<file path="config.mk">
export PLATFORM = sky130hd
export DESIGN_NAME = imem_fetch_bridge
export DESIGN_NICKNAME = d
export VERILOG_FILES = /design/src/rtl/imem_fetch_bridge.sv
export SDC_FILE = /design/constraint.sdc
export NUM_CORES = 1
export LEC_CHECK = 0
export CAP_MARGIN = 20
export CORE_ASPECT_RATIO = 1.25
export CORE_UTILIZATION = 47
export DETAILED_ROUTE_END_ITERATION = 16
export PLACE_DENSITY = 0.78
export RECOVER_POWER = 25
export SYNTH_ARGS = -nofsm -noshare
export SYNTH_HDL_FRONTEND = slang
export SYNTH_SLANG_ARGS = --single-unit
</file>
<file path="constraint.sdc">
create_clock -name clk -period 2.2 [get_ports clk]
set_clock_uncertainty 0.15 [all_clocks]
set_input_delay 0.44 -clock clk [delete_from_list [all_inputs] [get_ports clk]]
set_output_delay 0.44 -clock clk [all_outputs]
set_load 0.05 [all_outputs]
</file>
<file path="src/rtl/imem_fetch_bridge.sv">
// -----------------------------------------------------------------------------
// imem_fetch_bridge
//
// Purpose:
//   Connects the pipeline core's instruction fetch port to a slow external
//   instruction memory that uses a req/ack handshake. A one-entry buffer keeps
//   the last fetched address and word. The core is stalled while a fetch is
//   outstanding. Every memory transaction is bounded by a timeout. A timeout
//   returns NOP_WORD to the core and raises the sticky err flag.
//
// Ports:
//   clk        in   rising-edge clock for all state
//   rst        in   synchronous reset, active low (0 = reset)
//   core_addr  in   fetch address from the core PC
//   core_ce    in   core fetch enable
//   core_ins   out  instruction to the core (buffered word, else NOP_WORD)
//   core_stall out  1 = core must hold PC and IF/ID register
//   mem_req    out  memory request, held high until ack or timeout
//   mem_addr   out  word-aligned memory address, stable while mem_req is high
//   mem_ack    in   one-cycle acknowledge; mem_rdata is valid in the same cycle
//   mem_rdata  in   memory read data
//   err        out  sticky error flag (timeout or misaligned fetch)
//
// Optional feature (macro IMEM_ALIGN_CHECK_EN):
//   Defined     : a miss on a misaligned core_addr issues no memory request.
//                 The buffer is loaded with NOP_WORD for that address and err
//                 is set, so the core stalls for a single cycle.
//   Not defined : the low address bits are masked and the aligned word is
//                 fetched normally.
// -----------------------------------------------------------------------------
module imem_fetch_bridge #(
  parameter int                ADDR_W   = 32,
  parameter int                DATA_W   = 32,
  parameter int                TIMEOUT  = 64,
  parameter logic [DATA_W-1:0] NOP_WORD = '0
) (
  input  logic              clk,
  input  logic              rst,
  input  logic [ADDR_W-1:0] core_addr,
  input  logic              core_ce,
  output logic [DATA_W-1:0] core_ins,
  output logic              core_stall,
  output logic              mem_req,
  output logic [ADDR_W-1:0] mem_addr,
  input  logic              mem_ack,
  input  logic [DATA_W-1:0] mem_rdata,
  output logic              err
);

  typedef enum logic {IDLE, WAIT} stateT;

  // Value of the wait counter on the last allowed WAIT cycle.
  localparam logic [7:0] TMO_LAST = 8'(TIMEOUT - 1);

  stateT             state, stateNext;
  logic              bufValid, bufValidNext;
  logic [ADDR_W-1:0] bufAddr, bufAddrNext;
  logic [DATA_W-1:0] bufData, bufDataNext;
  logic              memReq, memReqNext;
  logic [ADDR_W-1:0] memAddr, memAddrNext;
  logic [7:0]        tmoCnt, tmoCntNext;
  logic              errFlag, errFlagNext;
  logic              hit;

  assign hit        = core_ce & bufValid & (core_addr == bufAddr);
  assign core_ins   = bufValid ? bufData : NOP_WORD;
  assign core_stall = core_ce & ~hit;
  assign mem_req    = memReq;
  assign mem_addr   = memAddr;
  assign err        = errFlag;

  always_ff @(posedge clk) begin
    if (!rst) begin
      state    <= IDLE;
      bufValid <= 1'b0;
      bufAddr  <= '0;
      bufData  <= NOP_WORD;
      memReq   <= 1'b0;
      memAddr  <= '0;
      tmoCnt   <= '0;
      errFlag  <= 1'b0;
    end else begin
      state    <= stateNext;
      bufValid <= bufValidNext;
      bufAddr  <= bufAddrNext;
      bufData  <= bufDataNext;
      memReq   <= memReqNext;
      memAddr  <= memAddrNext;
      tmoCnt   <= tmoCntNext;
      errFlag  <= errFlagNext;
    end
  end

  always_comb begin
    stateNext    = state;
    bufValidNext = bufValid;
    bufAddrNext  = bufAddr;
    bufDataNext  = bufData;
    memReqNext   = memReq;
    memAddrNext  = memAddr;
    tmoCntNext   = tmoCnt;
    errFlagNext  = errFlag;

    case (state)
      IDLE: begin
        // Acks arriving while idle are deliberately ignored.
        if (core_ce && !hit) begin
`ifdef IMEM_ALIGN_CHECK_EN
          if (core_addr[1:0] != 2'b00) begin
            // Misaligned fetch: the buffer is filled locally with a NOP so that
            // the core sees a hit on the very next cycle.
            bufAddrNext  = core_addr;
            bufDataNext  = NOP_WORD;
            bufValidNext = 1'b1;
            errFlagNext  = 1'b1;
          end else
`endif
          begin
            memAddrNext = {core_addr[ADDR_W-1:2], 2'b00};
            memReqNext  = 1'b1;
            tmoCntNext  = '0;
            stateNext   = WAIT;
          end
        end
      end

      WAIT: begin
        // An ack is checked before the timeout, so an ack that arrives on the
        // final cycle still delivers data and does not set err.
        if (mem_ack) begin
          bufDataNext  = mem_rdata;
          bufAddrNext  = memAddr;
          bufValidNext = 1'b1;
          memReqNext   = 1'b0;
          stateNext    = IDLE;
        end else if (tmoCnt == TMO_LAST) begin
          bufDataNext  = NOP_WORD;
          bufAddrNext  = memAddr;
          bufValidNext = 1'b1;
          memReqNext   = 1'b0;
          errFlagNext  = 1'b1;
          stateNext    = IDLE;
        end else begin
          tmoCntNext = tmoCnt + 8'd1;
        end
      end

      default: stateNext = IDLE;
    endcase
  end

endmodule

</file>
# --- Yosys cells after proc, flatten, opt, wreduce, memory -nomap -nowiden ---
# Index checks and enable logic that the tools add are counted.
# W data, S select, Z words.
op_classes:
  muxes: 19
  shift: 0
  bitwise_logic: 6
  n_lt_le_gt_ge: 0
  div: 0
  reduce_logical: 8
  addsub: 1
  n_eq_ne: 6
  mul: 0
op_table:
  columns: ["operator", "n"]
  rows:
  - ["$mux W32", 5]
  - ["$eq A32 B32 Y1", 1]
  - ["$mux W8", 3]
  - ["$pmux W8 S2", 1]
  - ["$add A8 B1 Y8 const B", 1]
  - ["$eq A8 B6 Y1 const B", 1]
  - ["$mux W1", 8]
  - ["$ne A2 B2 Y1 const B", 3]
  - ["$reduce_and A2 Y1", 3]
  - ["$reduce_and A3 Y1", 2]
  - ["$pmux W1 S2", 2]
  - ["$and A1 B1 Y1", 3]
  - ["$ne A3 B2 Y1 const B", 1]
  - ["$not A1 Y1", 3]
  - ["$reduce_bool A2 Y1", 1]
  - ["$logic_and A1 B1 Y1", 1]
  - ["$logic_not A1 Y1", 1]
word_totals:
  latch_bits: 0
  input_bits: 68
  mem_bits_rw: 0
  mem_count: 0
  rom_bits: 0
  reg_bits: 106
  word_cells: 48
  out_inout_bits: 67

# --- Logic depth before layout (Yosys ltp) ---
# Gate-level depths: netlist (run 1).
depth:
  word_depth: 6
  ltp_mapped: 8
  depth_no_buf: 5

# --- Worst setup path before layout (run 1) ---
# No wires, ideal clock.
synth_path:
  path_kind: "input port to output port"
  startpoint: "in core_addr[27]"
  endpoint: "out core_stall"
  slack_ps: 46
  t_arrival_ps: 1564
  n_path_buf: 0
  stages: 4
  required_time_ps: 1610
  cell_sequence: "xnor2_1 -> nand4_1 -> nor2_1 -> a31oi_1"
synth_between:
  elab_chain_cells: 4
synth_rtl:
  columns: ["element", "line_no", "rtl"]
  rows:
  - ["start, declared", "39", "input logic [ADDR_W-1:0] core_addr,"]
  - ["$eq A32 B32 Y1", "65", "assign hit = core_ce & bufValid & (core_addr == bufAddr);"]
  - ["$and A1 B1 Y1", "65", null]
  - ["$not A1 Y1", "67", "assign core_stall = core_ce & ~hit;"]
  - ["$and A1 B1 Y1", "67", null]
  - ["end, declared", "42", "output logic core_stall,"]
# Every way passes these cells.

# --- Worst setup path after layout (run 1) ---
layout_path:
  startpoint: "in core_addr[28]"
  endpoint: "out core_stall"
# Same word-level chain as after synthesis.

==> metrics.md, run 1 <==
| Metric | Value |
|---|---|
| Outcome | `finished, violations left` |
| Violated checks | `setup timing` |
| Row count | `39` |
| Die boundary width | `88.31 um` |
| Ranking of synthesized cells by area | `dfxtp_1, mux2i_1, a22o_1, xnor2_1, nand2_1` |
| Int Power | `3281 uW` |
| Yosys warning count | `0` |
| Sequential share of the synthesized area | `47.57%` |
| Seq pwr share | `45.9%` |
| Final min period | `2288 ps` |
| Net Switching | `1097 uW` |
| Pin slew with the least headroom to its limit | `539.4 ps` |
| N_diodes | `0` |
| Share of the synthesized area in the top cell type | `47.57%` |
| Top_reg_cell synth | `dfxtp_1` |
| CP Max Fanout | `2` |
| Final GP Congestion | `0.7415` |
| Crit. End Element | `output pin` |
| First-pass GRT wire length | `16430 um` |
| Cells after Synth | `439` |
| Worst vdd ir | `449.5 uV` |
| GRT busiest layer | `met2` |
| Critical path type | `input pin to output pin` |
| Die H | `109.9 um` |
| CTS tree | `yes` |
| WL/cell | `15.20 um` |
| Slowest CP cell | `nor4_2` |
| Count of final hold-check violations | `0` |
| Avg Inst Size Synth | `9.970 um2` |
| Nets | `635` |
| Layout area overhead | `49.66%` |
| Min-delay worst type | `input pin to flop` |
| Fin area | `6550 um2` |
| Pwr Total | `4378 uW` |
| WP buf/inv | `2` |
| Ys async rst share | `0%` |
| Depth of the CTS H-tree | `3` |
| Number of global-route vias before repair | `3350` |
| Initial core utilization | `48.22%` |
| Root buffer cell | `clkbuf_16` |
| Clock Path Buffers | `2` |
| Worst endpoint required time | `1610 ps` |
| Layout cell share with drive strength beyond 1 | `14.74%` |
| Leak | `0.002523 uW` |
| DRC errors left | `0` |
| RSZ-0062 raised after global routing | `true` |
| PD cells | `668.4 nW/um2` |
| Relative max-transition margin | `63.93%` |
| Synth Cell Area | `4377 um2` |
| Post-place instance area | `6210 um2` |
| Synth unique cells | `29` |
| EDFF count, synth | `0` |
| Hold-fix buffers, CTS | `0` |
| Port-buffer cells | `132` |
| Maxcap violations | `0` |
| DRT Pass-1 Iters | `4` |
| Startpoint Class | `input pin` |
| CTS Buf Count | `9` |
| Tot GR Track Use | `22.32%` |
| Remaining Overflow, GRT | `0` |
| WP data arrival | `1700 ps` |
| Met3 Usage GRT | `5.706%` |
| Post-DP HPWL | `7434 um` |
| ANT nets after route | `0` |
| Via density | `5.066` |
| DIE AREA | `9704 um2` |
| Sink Count | `104` |
| IO Pins | `135` |
| Final WL | `10530 um` |
| Post-route worst setup slack | `-88.29 ps` |
| Delay of the slowest critical-path stage | `330 ps` |
| Latest clock arrival within the worst-skew pair | `340 ps` |
| Critical path, cell by cell | `clkdlybuf4s15_2 > xnor2_2 > nand4_1 > nor4_2 > a31oi_1 > buf_4` |
| Clock power share | `38.9%` |
| Switching share of power | `25.06%` |
| Core area | `9076 um2` |
| Final Setup Violations | `1` |
| Max-slew violations | `0` |
| Power share of the combinational group | `15.2%` |
| M1 GR Usage | `27.09%` |
| Initial antenna violation count | `0` |
| Synth area leader | `dfxtp_1` |
| Clock-pin slew on the worst setup and hold paths | `70 ps` |
| Fill count | `677` |
| Fmax | `437.0 MHz` |
| Fin crit share | `104.0%` |
| Largest net degree at the start of global routing | `98` |
| FF+latch count, synth | `104` |
| Top Family by Delay on Critical Path | `simple AND/OR/NAND/NOR gates` |
| Met2 GRT Util | `36.92%` |
| DRT iter0 DRCs | `130` |
| Via Count | `3511` |
[synthesized netlist by cell type (3+ instances only)]
master,count
dfxtp_1,104
nand2_1,63
mux2i_1,60
a22o_1,32
and2_1,32
nor2b_1,32
xnor2_1,30
clkbuf_1,18
buf_2,11
nand4_1,10
nand3_1,5
nor3b_1,5
xor2_1,5
and3_1,4
buf_4,4
o21a_1,4
inv_1,3
nor2_1,3
[per-stage QoR]
stage / setup TNS, ps / instances / utilization, % / hold WS (ps) / setup slack [ps]
2_1_floorplan: 0 / 440 / - / 291.1 / 45.71
6_report: -88.29 / 693 / 72.17 / 224.7 / -88.29
3_3_place_gp: -13960 / 675 / 68.42 / 302.6 / -410.4
4_1_cts: -55.30 / 693 / 72.61 / 271.5 / -55.30
3_5_place_dp: -17310 / 675 / 68.42 / 305.4 / -496.6
5_1_grt: -175.1 / 693 / 72.17 / 247.8 / -175.1
[path summary, 6_finish.rpt]
check	from	endpoint	slack [ps]	cells after the start
hold / removal	core_addr[7]	mem_addr[7]	220	3
setup / recovery	core_addr[28]	core_stall	-90	6
hold reg to reg	mem_req	mem_req	320	1
setup reg to reg	bufAddr[28]	mem_addr[9]	90	9
[registers in the layout, indices dropped and copies added (netlist names)]
signal / flops
bufData: 32
bufAddr: 30
mem_addr: 30
tmoCnt: 8
bufValid: 1
err: 1
mem_req: 1
state: 1
[power groups by stage]
stage	registers, uW	logic (uW)	clock network (uW)
4_1_cts	2010	678	1740
3_5_place_dp	2050	683	0
3_3_place_gp	2050	676	0
6_report	2010	664	1700
2_1_floorplan	2170	255	0
5_1_grt	2020	703	1820
[worst reg2reg max path, cell delays in order (launching register included)]
cell,delay (ps)
dfxtp_2,340
xnor2_2,130
nand4_1,150
nor4_2,80
buf_4,140
buf_4,130
a311oi_4,370
buf_12,230
buf_12,150
mux2i_1,180
[logic make-up (layout without fill, tap and decap cells)]
| family | Yosys count | in the layout | synth area share [%] |
|---|---|---|---|
| buffers and inverters | 36 | 166 | 3.745 |
| multiplexers | 60 | 60 | 13.72 |
| AND/OR/NAND/NOR | 159 | 159 | 19.33 |
| AO/OA/AOI/OAI | 43 | 43 | 8.262 |
| adder cells (fa/ha/maj) | 1 | 1 | 0.2858 |
| other | 1 | 2 | 0.08568 |
| flip-flops | 104 | 104 | 47.57 |
| XOR/XNOR | 35 | 35 | 7.004 |
[what timing repair did]
action,CTS,global route
resized for setup,48,2
setup buffers,3,0
endpoints found under the setup margin,34,3
cloned,0,0
pin swaps,16,1
[placed cells by master (no fill, tap or decap), types with 3 or more instances in the layout]
master / n
nor3b_1: 5
clkbuf_16: 9
mux2i_1: 60
and2_1: 32
buf_4: 10
nand3_1: 5
xnor2_2: 7
xor2_1: 5
inv_1: 3
clkdlybuf4s50_1: 69
nand4_1: 10
and3_1: 4
dfxtp_1: 99
dfxtp_2: 5
clkbuf_4: 3
dlygate4sd2_1: 25
xnor2_1: 23
a22o_1: 32
nand2_1: 63
buf_12: 35
o21a_1: 4
nor2b_1: 31
[layout make-up]
class,count,area [um2],area share [%]
timing repair buffer,148,1760,26.88
clock inverter,5,81.33,1.242
sequential,104,2088,31.88
inverter,3,11.26,0.1719
tap,123,153.9,2.350
clock buffer,10,239.0,3.649
multi-input combinational,300,2216,33.83
[metal layers]
| layer | vias up | share of wire, % |
|---|---|---|
| met5 | - | 0 |
| met4 | 0 | 2.5 |
| met3 | 20 | 5.4 |
| met2 | 114 | 49 |
| met1 | 1644 | 43 |
| li1 | 1733 | - |
No activity file was read; power rests on OpenSTA's default activity.
==> run 2, diff against run 1 <==
Settings changed: HOLD_SLACK_MARGIN set to 0.15.
==> results of run 2 <==
No change in the layout: final DEF, timing and power equal those of run 1.
